`config.mk`:
```
export PLATFORM = sky130hd
export DESIGN_NAME = stereo_sample_to_packet_converter
export DESIGN_NICKNAME = d
export VERILOG_FILES = /design/src/rtl/audio_stream_pkg.sv /design/src/rtl/sample_pair_fifo.sv /design/src/rtl/stereo_sample_to_packet_converter.sv
export SDC_FILE = /design/constraint.sdc
export NUM_CORES = 1
export LEC_CHECK = 0
export CAP_MARGIN = 10
export CELL_PAD_IN_SITES_DETAIL_PLACEMENT = 1
export CELL_PAD_IN_SITES_GLOBAL_PLACEMENT = 1
export CORE_MARGIN = 10
export CORE_UTILIZATION = 43
export CTS_CLUSTER_SIZE = 8
export DETAILED_ROUTE_END_ITERATION = 8
export MAX_ROUTING_LAYER = met4
export PLACE_DENSITY_LB_ADDON = 0.2
export SETUP_SLACK_MARGIN = 0.2
export SYNTH_ARGS = -nofsm -noshare
export SYNTH_HDL_FRONTEND = slang
export SYNTH_SLANG_ARGS = --single-unit
```
`constraint.sdc`:
```
create_clock -name M_AXIS_ACLK -period 6.2 [get_ports M_AXIS_ACLK]
set_input_delay 0.62 -clock M_AXIS_ACLK [delete_from_list [all_inputs] [get_ports M_AXIS_ACLK]]
set_output_delay 0.62 -clock M_AXIS_ACLK [all_outputs]
set_load 0.02 [all_outputs]
```
`src/rtl/audio_stream_pkg.sv`:
```
// Shared definitions for the stereo audio stream converters (TX packetizer and RX mono converter).
package audio_stream_pkg;

  localparam int unsigned DEFAULT_DATA_WIDTH   = 32;
  localparam int unsigned DEFAULT_SAMPLE_WIDTH = 24;
  localparam int unsigned MAX_DATA_WIDTH       = 64;

  typedef enum logic [1:0] {
    IDLE       = 2'd0,
    SEND_LEFT  = 2'd1,
    SEND_RIGHT = 2'd2
  } stream_state_e;

  // Zero-extended sample shifted up by the pad width; caller truncates to its TDATA width.
  function automatic logic [MAX_DATA_WIDTH-1:0] left_justify(
    input logic [MAX_DATA_WIDTH-1:0] sample,
    input int unsigned               pad
  );
    return sample << pad;
  endfunction

endpackage

```
`src/rtl/sample_pair_fifo.sv`:
```
// Synchronous first-word-fall-through FIFO holding packed {left, right} sample pairs.
module sample_pair_fifo #(
  parameter int unsigned WIDTH = 48,
  parameter int unsigned DEPTH = 4
) (
  input  logic                     clk_i,
  input  logic                     rst_i,
  input  logic                     push_i,
  input  logic [WIDTH-1:0]         wdata_i,
  input  logic                     pop_i,
  output logic [WIDTH-1:0]         rdata_o,
  output logic                     full_o,
  output logic                     empty_o,
  output logic [$clog2(DEPTH):0]   count_o
);

  localparam int unsigned AW = $clog2(DEPTH);

  logic [WIDTH-1:0] mem_q [DEPTH];
  logic [AW-1:0]    wr_ptr_q, wr_ptr_d;
  logic [AW-1:0]    rd_ptr_q, rd_ptr_d;
  logic [AW:0]      count_q, count_d;
  logic             do_push, do_pop;

  assign full_o  = (count_q == (AW+1)'(DEPTH));
  assign empty_o = (count_q == '0);
  assign count_o = count_q;
  assign rdata_o = mem_q[rd_ptr_q];

  // A push while full is still taken when the head leaves in the same cycle.
  assign do_pop  = pop_i && !empty_o;
  assign do_push = push_i && (!full_o || do_pop);

  always_comb begin
    wr_ptr_d = wr_ptr_q;
    rd_ptr_d = rd_ptr_q;
    count_d  = count_q;
    if (do_push) wr_ptr_d = wr_ptr_q + AW'(1);
    if (do_pop)  rd_ptr_d = rd_ptr_q + AW'(1);
    case ({do_push, do_pop})
      2'b10:   count_d = count_q + (AW+1)'(1);
      2'b01:   count_d = count_q - (AW+1)'(1);
      default: count_d = count_q;
    endcase
  end

  always_ff @(posedge clk_i) begin
    if (rst_i) begin
      wr_ptr_q <= '0;
      rd_ptr_q <= '0;
      count_q  <= '0;
    end else begin
      wr_ptr_q <= wr_ptr_d;
      rd_ptr_q <= rd_ptr_d;
      count_q  <= count_d;
    end
  end

  always_ff @(posedge clk_i) begin
    if (do_push) mem_q[wr_ptr_q] <= wdata_i;
  end

endmodule

```
`src/rtl/stereo_sample_to_packet_converter.sv`:
```
// Serializes left/right PCM pairs into two left-justified AXI4-Stream beats per frame (TLAST on right).
module stereo_sample_to_packet_converter
  import audio_stream_pkg::*;
#(
  parameter int unsigned DATA_WIDTH   = DEFAULT_DATA_WIDTH,
  parameter int unsigned SAMPLE_WIDTH = DEFAULT_SAMPLE_WIDTH,
  parameter int unsigned FIFO_DEPTH   = 4
) (
  input  logic                    M_AXIS_ACLK,
  input  logic                    M_AXIS_ARESET,
  input  logic                    sample_valid,
  input  logic [SAMPLE_WIDTH-1:0] left_sample,
  input  logic [SAMPLE_WIDTH-1:0] right_sample,
  output logic                    sample_ready,
  output logic                    sample_overflow,
  output logic                    M_AXIS_TVALID,
  output logic [DATA_WIDTH-1:0]   M_AXIS_TDATA,
  output logic                    M_AXIS_TLAST,
  input  logic                    M_AXIS_TREADY
);

  localparam logic [1:0] ST_IDLE       = IDLE;
  localparam logic [1:0] ST_SEND_LEFT  = SEND_LEFT;
  localparam logic [1:0] ST_SEND_RIGHT = SEND_RIGHT;
  localparam int unsigned PAD          = DATA_WIDTH - SAMPLE_WIDTH;
  localparam int unsigned CW           = $clog2(FIFO_DEPTH) + 1;

  logic [1:0]                state_q, state_d;
  logic [SAMPLE_WIDTH-1:0]   left_hold_q, left_hold_d;
  logic [SAMPLE_WIDTH-1:0]   right_hold_q, right_hold_d;
  logic                      overflow_q, overflow_d;

  logic [2*SAMPLE_WIDTH-1:0] fifo_head;
  logic                      fifo_full, fifo_empty, fifo_pop;
  logic [CW-1:0]             fifo_count;

  sample_pair_fifo #(
    .WIDTH (2*SAMPLE_WIDTH),
    .DEPTH (FIFO_DEPTH)
  ) u_fifo (
    .clk_i   (M_AXIS_ACLK),
    .rst_i   (M_AXIS_ARESET),
    .push_i  (sample_valid),
    .wdata_i ({left_sample, right_sample}),
    .pop_i   (fifo_pop),
    .rdata_o (fifo_head),
    .full_o  (fifo_full),
    .empty_o (fifo_empty),
    .count_o (fifo_count)
  );

  // Handshake is just TREADY here because TVALID is high in both SEND states.
  always_comb begin
    state_d      = state_q;
    left_hold_d  = left_hold_q;
    right_hold_d = right_hold_q;
    fifo_pop     = 1'b0;
    case (state_q)
      ST_IDLE: begin
        if (!fifo_empty) begin
          fifo_pop = 1'b1;
          state_d  = ST_SEND_LEFT;
        end
      end
      ST_SEND_LEFT: begin
        if (M_AXIS_TREADY) state_d = ST_SEND_RIGHT;
      end
      ST_SEND_RIGHT: begin
        if (M_AXIS_TREADY) begin
          if (!fifo_empty) begin
            fifo_pop = 1'b1;
            state_d  = ST_SEND_LEFT;
          end else begin
            state_d = ST_IDLE;
          end
        end
      end
      default: state_d = ST_IDLE;
    endcase
    if (fifo_pop) {left_hold_d, right_hold_d} = fifo_head;
  end

  assign overflow_d = sample_valid && fifo_full && !fifo_pop;

  always_ff @(posedge M_AXIS_ACLK) begin
    if (M_AXIS_ARESET) begin
      state_q      <= ST_IDLE;
      left_hold_q  <= '0;
      right_hold_q <= '0;
      overflow_q   <= 1'b0;
    end else begin
      state_q      <= state_d;
      left_hold_q  <= left_hold_d;
      right_hold_q <= right_hold_d;
      overflow_q   <= overflow_d;
    end
  end

  assign sample_ready    = (fifo_count != CW'(FIFO_DEPTH));
  assign sample_overflow = overflow_q;
  assign M_AXIS_TVALID   = (state_q == ST_SEND_LEFT) || (state_q == ST_SEND_RIGHT);
  assign M_AXIS_TLAST    = (state_q == ST_SEND_RIGHT);

  always_comb begin
    M_AXIS_TDATA = '0;
    if (state_q == ST_SEND_LEFT)
      M_AXIS_TDATA = DATA_WIDTH'(left_justify(MAX_DATA_WIDTH'(left_hold_q), PAD));
    else if (state_q == ST_SEND_RIGHT)
      M_AXIS_TDATA = DATA_WIDTH'(left_justify(MAX_DATA_WIDTH'(right_hold_q), PAD));
  end

endmodule
```
=== Yosys cells after proc, flatten, opt, wreduce, memory -nomap -nowiden ===
Memories as Yosys holds them, arrays and structs flattened. A register that Yosys moved wholly into a read port is not among the register bits.
Cells that the tools add are included.

* Flip-flop bits (word level): 10
* Memory bits (writable): 192
* Input bits: 52
* Output and inout port bits: 36
* Word-level logic and storage cells: 45
* Memories: 1

* Add/subtract/negate cells: 4
* Equal/unequal tests: 9
* Muxes and demuxes: 13
* Reductions and logical operators: 13

{| class="wikitable"
|+ Memory list
! name !! depth !! width !! read ports !! clocked after Yosys merged registers in !! wr ports !! line !! RTL
|-
| u_fifo.mem_q || 4 || 48 || 1 || 1 || 1 || sample_pair_fifo.sv:19 || <nowiki>logic [WIDTH-1:0] mem_q [DEPTH];</nowiki>
|}

{| class="wikitable"
|+ Operator list
! cell !! number
|-
| 32-bit 2-to-1 mux || 2
|-
| 2-bit 2-to-1 mux || 3
|-
| 2-bit one-hot mux with 3 select lines || 1
|-
| 3-bit one-hot mux with 2 select lines || 1
|-
| 1-bit 2-to-1 mux || 5
|-
| 2-bit by 1-bit adder with 2-bit output, second input constant || 2
|-
| 2-bit by 1-bit == test with 1-bit output, second input constant || 2
|-
| 2-bit == test, second input constant || 2
|-
| 1-bit logical AND || 4
|-
| 2-bit inequality test, second input constant || 2
|-
| 3-bit by 1-bit adder with 3-bit output, second input constant || 1
|-
| 3-bit == test, second input constant || 1
|-
| 1-bit logical NOT || 3
|-
| 3-bit logical NOT || 1
|-
| 3-bit inequality test, second input constant || 1
|-
| 3-bit AND reduction || 1
|-
| 3-bit by 1-bit subtractor with 3-bit output, second input constant || 1
|-
| 2-bit logical NOT || 1
|-
| 1-bit logical OR || 2
|-
| 2-bit by 1-bit inequality test with 1-bit output, second input constant || 1
|-
| 1-bit one-hot mux with 2 select lines || 1
|-
| 2-bit nonzero test || 1
|}

=== Logic depth before layout (Yosys ltp) ===
* Word-level depth: 9
* Mapped depth: 11
* Depth with buffers taken out: 11

=== Cells and area by module ===
Synthesis repeated with hierarchy kept, for this count alone.

* Cells, all modules: 631
* Area, all modules: 9,988.3 sq um

{| class="wikitable"
|+ Modules (own cells, without submodules)
! module !! times used !! cells each !! area an instance (sq um) !! seq. area each (sq um)
|-
| sample_pair_fifo || 1 || 309 || 7,444.6 || 5,945.7
|-
| stereo_sample_to_packet_converter || 1 || 322 || 2,543.7 || 1,021.0
|}

=== Least setup slack after synthesis ===
Ideal clock, no wire load.

* Path type: reg-to-reg
* From: register state_q[0]
* To: memory u_fifo.mem_q[0][0] (enable)
* Library setup time: 0.410 ns
* Arrival: 2.369 ns
* Required time: 5.790 ns
* Slack: 3.421 ns
* Stages on the path, launching flop included: 6
* Buffers on the path: 0
* Period minus slack after synthesis: 2.779 ns
* Cells stage by stage: dfxtp_1 -> inv_1 -> ha_1 -> a21oi_2 -> a31oi_2 -> and2_1

* Longest elaborated chain between the ends: 7
* Elaborated cells on any way between the ends: 8
* Those cells by class: eq/ne: 1; mux: 3; reduce/logical: 4

{| class="wikitable"
|+ Ends and longest elaborated chain
! item !! line !! RTL
|-
| from (decl) || stereo_sample_to_packet_converter.sv:28 || <nowiki>logic [1:0] state_q, state_d;</nowiki>
|-
| from (signal assigned) || stereo_sample_to_packet_converter.sv:92 || <nowiki>state_q <= state_d;</nowiki>
|-
| 2-bit == test || -- ||
|-
| net M_AXIS_TLAST || stereo_sample_to_packet_converter.sv:18 || <nowiki>output logic M_AXIS_TLAST,</nowiki>
|-
| 1-bit one-hot mux with 2 select lines || stereo_sample_to_packet_converter.sv:58 || <nowiki>case (state_q)</nowiki>
|-
| 1-bit logical AND || sample_pair_fifo.sv:31 || <nowiki>assign do_pop = pop_i && !empty_o;</nowiki>
|-
| 1-bit logical OR || sample_pair_fifo.sv:32 || <nowiki>assign do_push = push_i && (!full_o || do_pop);</nowiki>
|-
| 1-bit logical AND || sample_pair_fifo.sv:32 ||
|-
| 1-bit 2-to-1 mux || sample_pair_fifo.sv:60 || <nowiki>if (do_push) mem_q[wr_ptr_q] <= wdata_i;</nowiki>
|-
| 1-bit 2-to-1 mux (implied by the code) || sample_pair_fifo.sv:60 ||
|-
| to (decl) || sample_pair_fifo.sv:19 ||
|}

The timed path passes the listed nets, and every way through them passes these cells.

=== Worst setup path in the final report ===
* From: register state_q[1]
* To: output port M_AXIS_TDATA[22]

* Longest elaborated chain between the ends: 3
* Elaborated cells on any way between the ends: 4
* Those cells by class: eq/ne: 2; mux: 2

{| class="wikitable"
|+ Ends and longest elaborated chain
! item !! line !! RTL
|-
| 2-bit == test || stereo_sample_to_packet_converter.sv:108 || <nowiki>else if (state_q == ST_SEND_RIGHT)</nowiki>
|-
| 32-bit 2-to-1 mux || stereo_sample_to_packet_converter.sv:108 ||
|-
| 32-bit 2-to-1 mux (*) || stereo_sample_to_packet_converter.sv:106 || <nowiki>if (state_q == ST_SEND_LEFT)</nowiki>
|-
| to (decl) || stereo_sample_to_packet_converter.sv:17 || <nowiki>output logic [DATA_WIDTH-1:0] M_AXIS_TDATA,</nowiki>
|}

Mark *: on every way between the ends. The rest lies on a longest branch, timed or not.

==> metrics.cfg <==
[power_and_ir_drop]
p_switching_mw=1.61
powerDensity_nw_per_um2=438
clkPwrFrac=0.351
power_frac_comb=0.226
p_leak_nw=3.83
p_sw_frac=0.307
intPower_mw=3.63
p_seq_frac=0.423
peakVddDrop_uv=228

[grt]
grt_overflow=0
antenna_found_initial=1
track_usage=0.168
grt_pass1_wl_um=37200
grt_max_degree=63
grt_pass1_vias=6424

[sta]
fmax_ghz=0.283
hold_violations=0
maxSlewHeadroom=0.289
setup_viol=0
finClkSkew_ps=22.7
fin_ws_ps=2660
drv_slew=0
fin_setup_tns_ps=0
timing.hold.ws_ps=481
worst_pin_slew_ps=1070
rsz0062_at_grt=false
finalCritPeriodShare=0.570
final.min_clock_period_ps=3540

[synth]
synth-async-reset-ratio=0
syn-cell-area_um2=9940
synth-main-ff-cell=edfxtp_1
ys_ff_latch=250
synthAdderAreaFrac=0.0133
synth_top_family_by_area=multiplexers
synth_xor_area_frac=0.00176
ys_warn_count=0
postSynthCellCount=635
synth_edf_count=192
muxShareOfSynthArea=0.111
synthDistinctLibCells=38
synth-simple-area-share=0.0652
syn_area_per_cell_um2=15.7
synth_compound_area_frac=0.0738
synth-seq-area-share=0.697

[floorplanning]
die_y_um=172
initial_core_util=0.438
io_pins=88
die_area_um2=29600
die_x_um=172
placementRows=55
coreArea_um2=22700

[clock_network]
numCtsBuffers=37
ctsHoldBuffers=0
tritoncts=done
htreeDepth=2
clkSinkCount=250
ctsResizeCount=0
cts_max_path_buffers=3
clkLatencyLatePin_ps=520
post_cts_buffers=0
clk_pin_slew_ps=50
root_buffer=clkbuf_16

[final_layout]
drive_gt1_frac=0.183
final_util=0.526
layout_commonest_cell=edfxtp_1
layout_common_cells=edfxtp_1, clkdlybuf4s50_1, dfxtp_1, a21oi_1, nand2_1
final_cells=1028
fillerInstances=2178
syn_to_final_growth_pct=20.2
final_net_count=777

[worst_setup_path]
endpoint=M_AXIS_TDATA[22]
rr_worst_depth=11
cp.required_ps=5580
r2r_slack_ps=2740
cp-start-kind=flip-flop
r2r-end=u_fifo.count_o[2]
cp_max_fo=51
path_class=flip-flop to primary output
r2r_start=state_q[0]
critPathArrivalTime_ps=2920
crit_path_start=state_q[1]
critPathCaptureType=primary output

[route]
wl_per_cell_um=23.2
drt_iter0_drc=259
routed_via_density=5.50
drc=0
num_vias=5651
totalWireLength_um=23900
top_layer_used=met4
dr.pass1.iters=4
ant_nets=0
dr_wl_met3_um=1010
met1Wirelength_um=10100
met2_length_um=12400

[placed_design]
dp.final_hpwl_um=13400
dp.cells=961
place_ws_ps=2420
place.gp.congestion=0.715
port_buffers=79

[run_status]
status=complete, no violations

[hold_path]
hold_class=flip-flop to flip-flop
min_delay_path_depth=2

[job]
drv_cap=0

-- metrics by stage --
stage / instance area (um2) / power [mW]
2_1_floorplan: 9960 / 3.09
3_3_place_gp: 10900 / 3.40
3_5_place_dp: 10900 / 3.45
4_1_cts: 11900 / 5.32
5_1_grt: 11900 / 5.51
6_report: 11900 / 5.24
-- power groups by stage --
stage / Combinational [mW] / Sequential (mW) / Clock [mW]
floorplan: 0.954 / 2.14 / 0
global route: 1.30 / 2.25 / 1.96
detailed placement: 1.20 / 2.25 / 0
CTS: 1.21 / 2.22 / 1.88
finish: 1.18 / 2.22 / 1.84
global placement: 1.16 / 2.24 / 0
-- synth_stat cells (4+ instances only) --
library cell / instances / area share
edfxtp_1: 192 / 0.58
dfxtp_1: 58 / 0.12
a21oi_1: 52 / 0.026
nand2_1: 49 / 0.019
mux4_2: 48 / 0.11
o21ai_0: 46 / 0.023
nand3_1: 28 / 0.014
o21ai_1: 28 / 0.014
nand3_2: 20 / 0.020
buf_2: 16 / 0.0081
clkbuf_1: 15 / 0.0057
buf_4: 13 / 0.0098
inv_1: 11 / 0.0042
nor2_1: 10 / 0.0038
ha_1: 9 / 0.011
buf_6: 7 / 0.0079
and2_1: 4 / 0.0025
buf_1: 4 / 0.0015
-- cell families (layout without fill, tap and decap cells) --
kind of cell,after synthesis,count (layout)
buffers and inverters,67,167
AND/OR/NAND/NOR,119,119
other,1,9
multiplexers,50,50
AO/OA/AOI/OAI,136,136
flip-flops,250,250
adder cells (fa/ha/maj),10,10
XOR/XNOR,2,2
-- worst min path at each step --
stage | from | endpoint
4_1_cts | right_hold_q[20] | right_hold_q[20]
5_1_grt | left_hold_q[7] | left_hold_q[7]
3_3_place_gp | left_hold_q[18] | left_hold_q[18]
6_report | right_hold_q[7] | right_hold_q[7]
2_1_floorplan | right_hold_q[11] | right_hold_q[11]
3_5_place_dp | right_hold_q[20] | right_hold_q[20]
-- flip-flops by register name, indices dropped and copies added, names as in the netlist --
name and cells:
state_q 2, u_fifo.count_o 3, left_hold_q 24, u_fifo.wr_ptr_q 2, right_hold_q 24, u_fifo.mem_q 192
sample_overflow 1, u_fifo.rd_ptr_q 2
-- layout make-up --
class	instances	area [um2]	area share
diodes	1	2.50	0.000209
flip-flops and latches	250	6930	0.580
inverters	11	41.3	0.00346
multi-input cells	325	2680	0.224
clock buffers	62	1020	0.0853
clock inverters	4	46.3	0.00387
well taps	285	357	0.0298
repair buffers	90	868	0.0727
-- routing by layer --
layer | GRT usage | up-vias
met5 | - | -
met4 | 0.0525 | 0
met3 | 0.0296 | 35
met2 | 0.291 | 130
met1 | 0.197 | 2905
li1 | - | 2581
-- worst max-delay path: stages, from the launching register on --
cell and delay (ps):
dfxtp_1 340, inv_1 130, ha_2 890, nand2_1 140, o21ai_0 210, clkdlybuf4s50_1 690
Note: power is estimated with default switching activity, not from simulation.
==> variant 1: new RTL, config.mk and constraints unchanged <==
`DEFAULT_DATA_WIDTH`: 32 -> 28.
--- a/src/rtl/audio_stream_pkg.sv
+++ b/src/rtl/audio_stream_pkg.sv
@@ -2,5 +2,5 @@
 package audio_stream_pkg;
 
-  localparam int unsigned DEFAULT_DATA_WIDTH   = 32;
+  localparam int unsigned DEFAULT_DATA_WIDTH   = 28;
   localparam int unsigned DEFAULT_SAMPLE_WIDTH = 24;
   localparam int unsigned MAX_DATA_WIDTH       = 64;
Ports: changed (resized M_AXIS_TDATA); port bits go from 88 to 84. No check against the original RTL was run, so the function may have changed too.
==> variant 1 against the original RTL <==
- sequential cell count unchanged
- worst hold slack got worse by 0.0018 ns
- cell area about the same
- area after synthesis decreased by 0.30%
- sequential share of layout area decreased by 0.055 points
- cell count decreased by 0.29%
- total power about the same
- wire length decreased by 2.2%
- non-clock buffer count unchanged
- fmax decreased by 0.73%
- worst setup slack got worse by 0.026 ns
- via count increased by 1.6%
- count of clock-buffer cells in the layout increased by 4
- critical path type unchanged
- largest power group unchanged
==> variant 1: results (changes against the original RTL) <==
----------------------------------------------------
[Min path]
  Hold Startpoint ... left_hold_q[14]
  Sink of the worst hold path ... left_hold_q[14]

[GRT]
  Met1 demand-to-capacity share in global routing ... 20.5% (+0.77 points)
  Global routing usage summed across all routing layers ... 16.4% (-0.41 points)
  Number of antenna violations at the first check in global routing ... 0 (-1)
  Grt met2 use ... 26.9% (-2.2 points)

[Synth]
  Largest cells by area after synthesis ... edfxtp_1 58%, dfxtp_1 12%, mux4_2 11%, a21oi_1 2.6%, o21ai_0 2.3%
  Share of synthesized area occupied by flip-flops and latches ... 69.9% (+0.21 points)

[Finish]
  Number of fill cells ... 2153 (-1.1%)
  Number of antenna cells inserted ... 0 (-1)
  Total number of nets in the final design ... 773 (-0.51%)

[Power]
  Leakage power figure ... 0.00383 uW (about the same)
  Internal cell power ... 3670 uW (+1.3%)
  Power consumption ... 5230 uW (about the same)

[Critical path]
  Critical path capture point ... M_AXIS_TDATA[27]
  Arrival @ worst endpoint ... 2.94 ns (+0.02 ns)
  Worst setup slack for register-to-register paths ... 3.02 ns (+0.28 ns)
  Maximum cell stage delay along the critical path ... 0.91 ns (+0.02 ns)

[Outcome]
  Outcome ... completed

[Detailed routing]
  Via density per instance ... 5.60 (+1.9%)
  Violation count after the first detailed-route iteration ... 321 (+24%)

[STA]
  Final worst clock skew ... 0.00938 ns (-0.0133 ns)
  Post-route worst hold slack ... 0.479 ns (-0.00183 ns)

[Placement]
  DP Wirelength ... 12900 um (-4.0%)
  GP Congestion ... 0.717 (+0.34%)

----------------------------------------------------
variant 1: cell count changes in the layout (fill, tap and decap cells not counted), sizes merged:
cell | unedited run | this run
diode | 1 | 0
clkbuf | 62 | 66
conb | 8 | 4
inv | 14 | 12
variant 1: critical path, delay by kind of cell, from the launching register on:
family / cells / cell delay (ns)
flip-flops: 1 / 0.34
buffers and inverters: 2 / 0.77
AO/OA/AOI/OAI: 1 / 0.39
adder cells (fa/ha/maj): 1 / 0.91
variant 1: layer usage:
metal / part of all wire, % / vias up / routed length (um)
met1: 43 / 2972 / 10100
li1: - / 2578 / -
met5: 0 / - / 0
met3: 5.3 / 39 / 1230
met2: 49 / 154 / 11500
met4: 2.0 / 0 / 478
variant 1: layout make-up:
class                   instances  area [um2]  share of cell area, %
inverters                      11        41.3                  0.345
clock buffers                  66        1080                   9.01
repair buffers                 90         868                   7.26
well taps                     285         357                   2.98
multi-input cells             321        2670                   22.3
clock inverters                 2        17.5                  0.146
flip-flops and latches        250        6930                   58.0
variant 1: metrics by stage:
stage | instances | instance area [um2] | setup slack (ns)
after floorplan | 634 | 9920 | 3.42
after global placement | 957 | 10900 | 2.81
after detailed placement | 957 | 10900 | 2.69
after CTS | 1025 | 12000 | 2.64
after global routing | 1025 | 12000 | 2.46
final | 1025 | 12000 | 2.64
variant 1: cells by family (layout without fill, tap and decap cells):
kind of cell / after synthesis / count (layout) / share of synthesized area, %
other cells: 1 / 4 / 0.0378
mux: 50 / 50 / 11.1
compound gates: 136 / 136 / 7.40
xor+xnor: 2 / 2 / 0.177
fa+ha+maj: 10 / 10 / 1.34
buf+inv: 63 / 169 / 3.47
flops: 250 / 250 / 69.9
simple gates: 119 / 119 / 6.54
==> variant 2: new RTL, same settings <==
Without the edit above. Put one more register stage on the output `sample_overflow`, without a reset. The value now appears one clock later. The other outputs are not delayed to match.
--- a/src/rtl/stereo_sample_to_packet_converter.sv
+++ b/src/rtl/stereo_sample_to_packet_converter.sv
@@ -98,5 +98,7 @@
 
   assign sample_ready    = (fifo_count != CW'(FIFO_DEPTH));
-  assign sample_overflow = overflow_q;
+  always_ff @(posedge M_AXIS_ACLK) begin
+    sample_overflow <= overflow_q;
+  end
   assign M_AXIS_TVALID   = (state_q == ST_SEND_LEFT) || (state_q == ST_SEND_RIGHT);
   assign M_AXIS_TLAST    = (state_q == ST_SEND_RIGHT);
Formal check against the unedited RTL: not equivalent (a bounded check fails within 10 cycles, from zero or initial values and one cycle with M_AXIS_ARESET high).
==> variant 2 against the original RTL <==
- cell area grew 0.38%
- total power barely moved
- worst hold slack worse by 0.15 ns
- non-clock buffer count stayed put
- utilization up 0.20 points
- largest power group unchanged
- wire length fell by 2.2%
- fmax about the same
- worst setup slack improved by 0.0019 ns
- sequential cell count up 1
- area after synthesis up 0.20%
==> variant 2: results (changes against the original RTL) <==
----------------------------------------------------
[Outcome]
  Outcome ... completed

[Finish]
  Number of antenna cells inserted ... 0 (-1)
  Total number of nets in the final design ... 778 (+0.13%)
  Share of post-route cells with drive strength above 1 ... 18.3% (-0.074 points)
  Top Registers ... u_fifo.mem_q (192), left_hold_q (24), right_hold_q (24)
  Number of fill cells ... 2164 (-0.64%)
  Post-Layout Inst Area ... 12000 um2 (+0.38%)

[Placement]
  Dpl ws ... 2.71 ns (+0.286 ns)
  GP Congestion ... 0.698 (-2.4%)
  Total of buffers placed on input and output ports ... 79 (unchanged)
  DP Wirelength ... 13300 um (-1.3%)
  Dpl cell area ... 10900 um2 (+0.18%)

[Synth]
  Share of synthesized area occupied by flip-flops and latches ... 69.8% (about the same)
  Largest cells by area after synthesis ... edfxtp_1 58%, dfxtp_1 12%, mux4_2 11%, a21oi_1 2.6%, o21ai_0 2.3%
  Count of warnings emitted by yosys ... 0 (unchanged)
  Netlist cell types ... 38 (unchanged)
  Dominant synthesized flop cell ... edfxtp_1
  Most numerous cell types in the synthesized netlist ... 192 x edfxtp_1, 59 x dfxtp_1, 52 x a21oi_1
  Number of synthesized flops with an enable pin ... 192 (unchanged)
  Async S/R FF share, synth ... 0% (unchanged)

[GRT]
  Number of antenna violations at the first check in global routing ... 0 (-1)
  Via count of the first global-routing pass ... 6266 (-2.5%)
  Pin count of the biggest net entering global routing ... 63 (unchanged)
  First-pass GRT wire length ... 35900 um (-3.4%)
  Global routing usage summed across all routing layers ... 16.3% (-0.53 points)

[Detailed routing]
  Wirelength per Cell ... 22.7 um (-2.3%)
  Pre-antenna DRT Iters ... 4 (unchanged)
  Violation count after the first detailed-route iteration ... 281 (+8.5%)
  Via density per instance ... 5.55 (+0.90%)

[Critical path]
  Arrival @ worst endpoint ... 2.91 ns (about the same)
  Maximum cell stage delay along the critical path ... slightly below 0.9 ns
  Worst path slowest cell ... ha_2
  Max Fanout on Critical Path ... 51 (unchanged)

[STA]
  Final worst clock skew ... 0.0152 ns (-0.00751 ns)
  Transition time of the tightest slew-check pin ... 1.06 ns (-0.00839 ns)

[CTS]
  Clk slew on worst S/H paths ... 0.05 ns (about the same)
  Maximum clock path buffer count ... 3 (unchanged)
  Source-to-sink clock delay at the later pin of the worst-skew pair ... 0.50 ns (-0.02 ns)
  Cts bufs inserted ... 37 (unchanged)
  # Post-CTS Setup Buffers ... 0 (unchanged)
  H-tree depth ... 2 (unchanged)
  Cell at the root of the clock tree ... clkbuf_16
  Number of resized instances in the post-cts repair step ... 0 (unchanged)

[Power]
  Leakage power figure ... 0.00385 uW (+0.44%)
  Maximum vdd ir drop ... 0.000219 V (-4.4%)

[Min path]
  Worst min-delay path category ... register to register

----------------------------------------------------
variant 2: metal layers:
metal	up-vias	routed length, um	GRT usage, %
met5	-	0	-
met4	0	524	5.40
met3	41	1250	3.12
met2	150	11500	26.0
met1	2939	10100	20.7
li1	2583	-	-
variant 2: final cells by class:
class / instances / area share [%]
tap: 285 / 2.97
inverter: 11 / 0.344
timing repair buffer: 90 / 7.24
clock buffer: 66 / 8.98
multi-input combinational: 325 / 22.4
sequential: 251 / 58.0
clock inverter: 2 / 0.136
variant 2: per-stage QoR:
step	hold WS [ns]	cells
6_report	0.332	1030
5_1_grt	0.346	1030
4_1_cts	0.340	1030
3_5_place_dp	0.328	962
3_3_place_gp	0.315	962
2_1_floorplan	0.310	643
variant 2: final timing paths:
kind	cells after the start	start	slack, ns	endpoint
max	5	state_q[1]	2.67	M_AXIS_TDATA[30]
min	0	overflow_q	0.33	sample_overflow
max reg2reg	13	state_q[0]	2.85	u_fifo.count_o[2]
min reg2reg	0	overflow_q	0.33	sample_overflow
variant 2: logic make-up (layout without fill, tap and decap cells):
group                      Yosys count  after routing  share of synthesized area (%)
DFF                                251            251                           69.8
AOI/OAI and AO/OA                  136            136                           7.36
and+or+nand+nor                    119            119                           6.51
buffers and inverters               67            169                           3.76
muxes                               50             50                           11.1
adders and majority gates           10             10                           1.33
xor gates and xnor gates             2              2                          0.176
other                                1              8                         0.0377
variant 2: power breakdown:
group          leakage [uW]  internal (uW)  switching [uW]
sequential          0.00225           2050             157
clock              0.000517           1170             684
combinational       0.00108            464             716
variant 2: critical path: cells and delay by family, from the launching register on:
family / cells / cell delay (ns)
AO/OA/AOI/OAI: 1 / 0.20
AND/OR/NAND/NOR: 1 / 0.15
flip-flops: 1 / 0.33
adder cells (fa/ha/maj): 1 / 0.88
buffers and inverters: 2 / 0.83
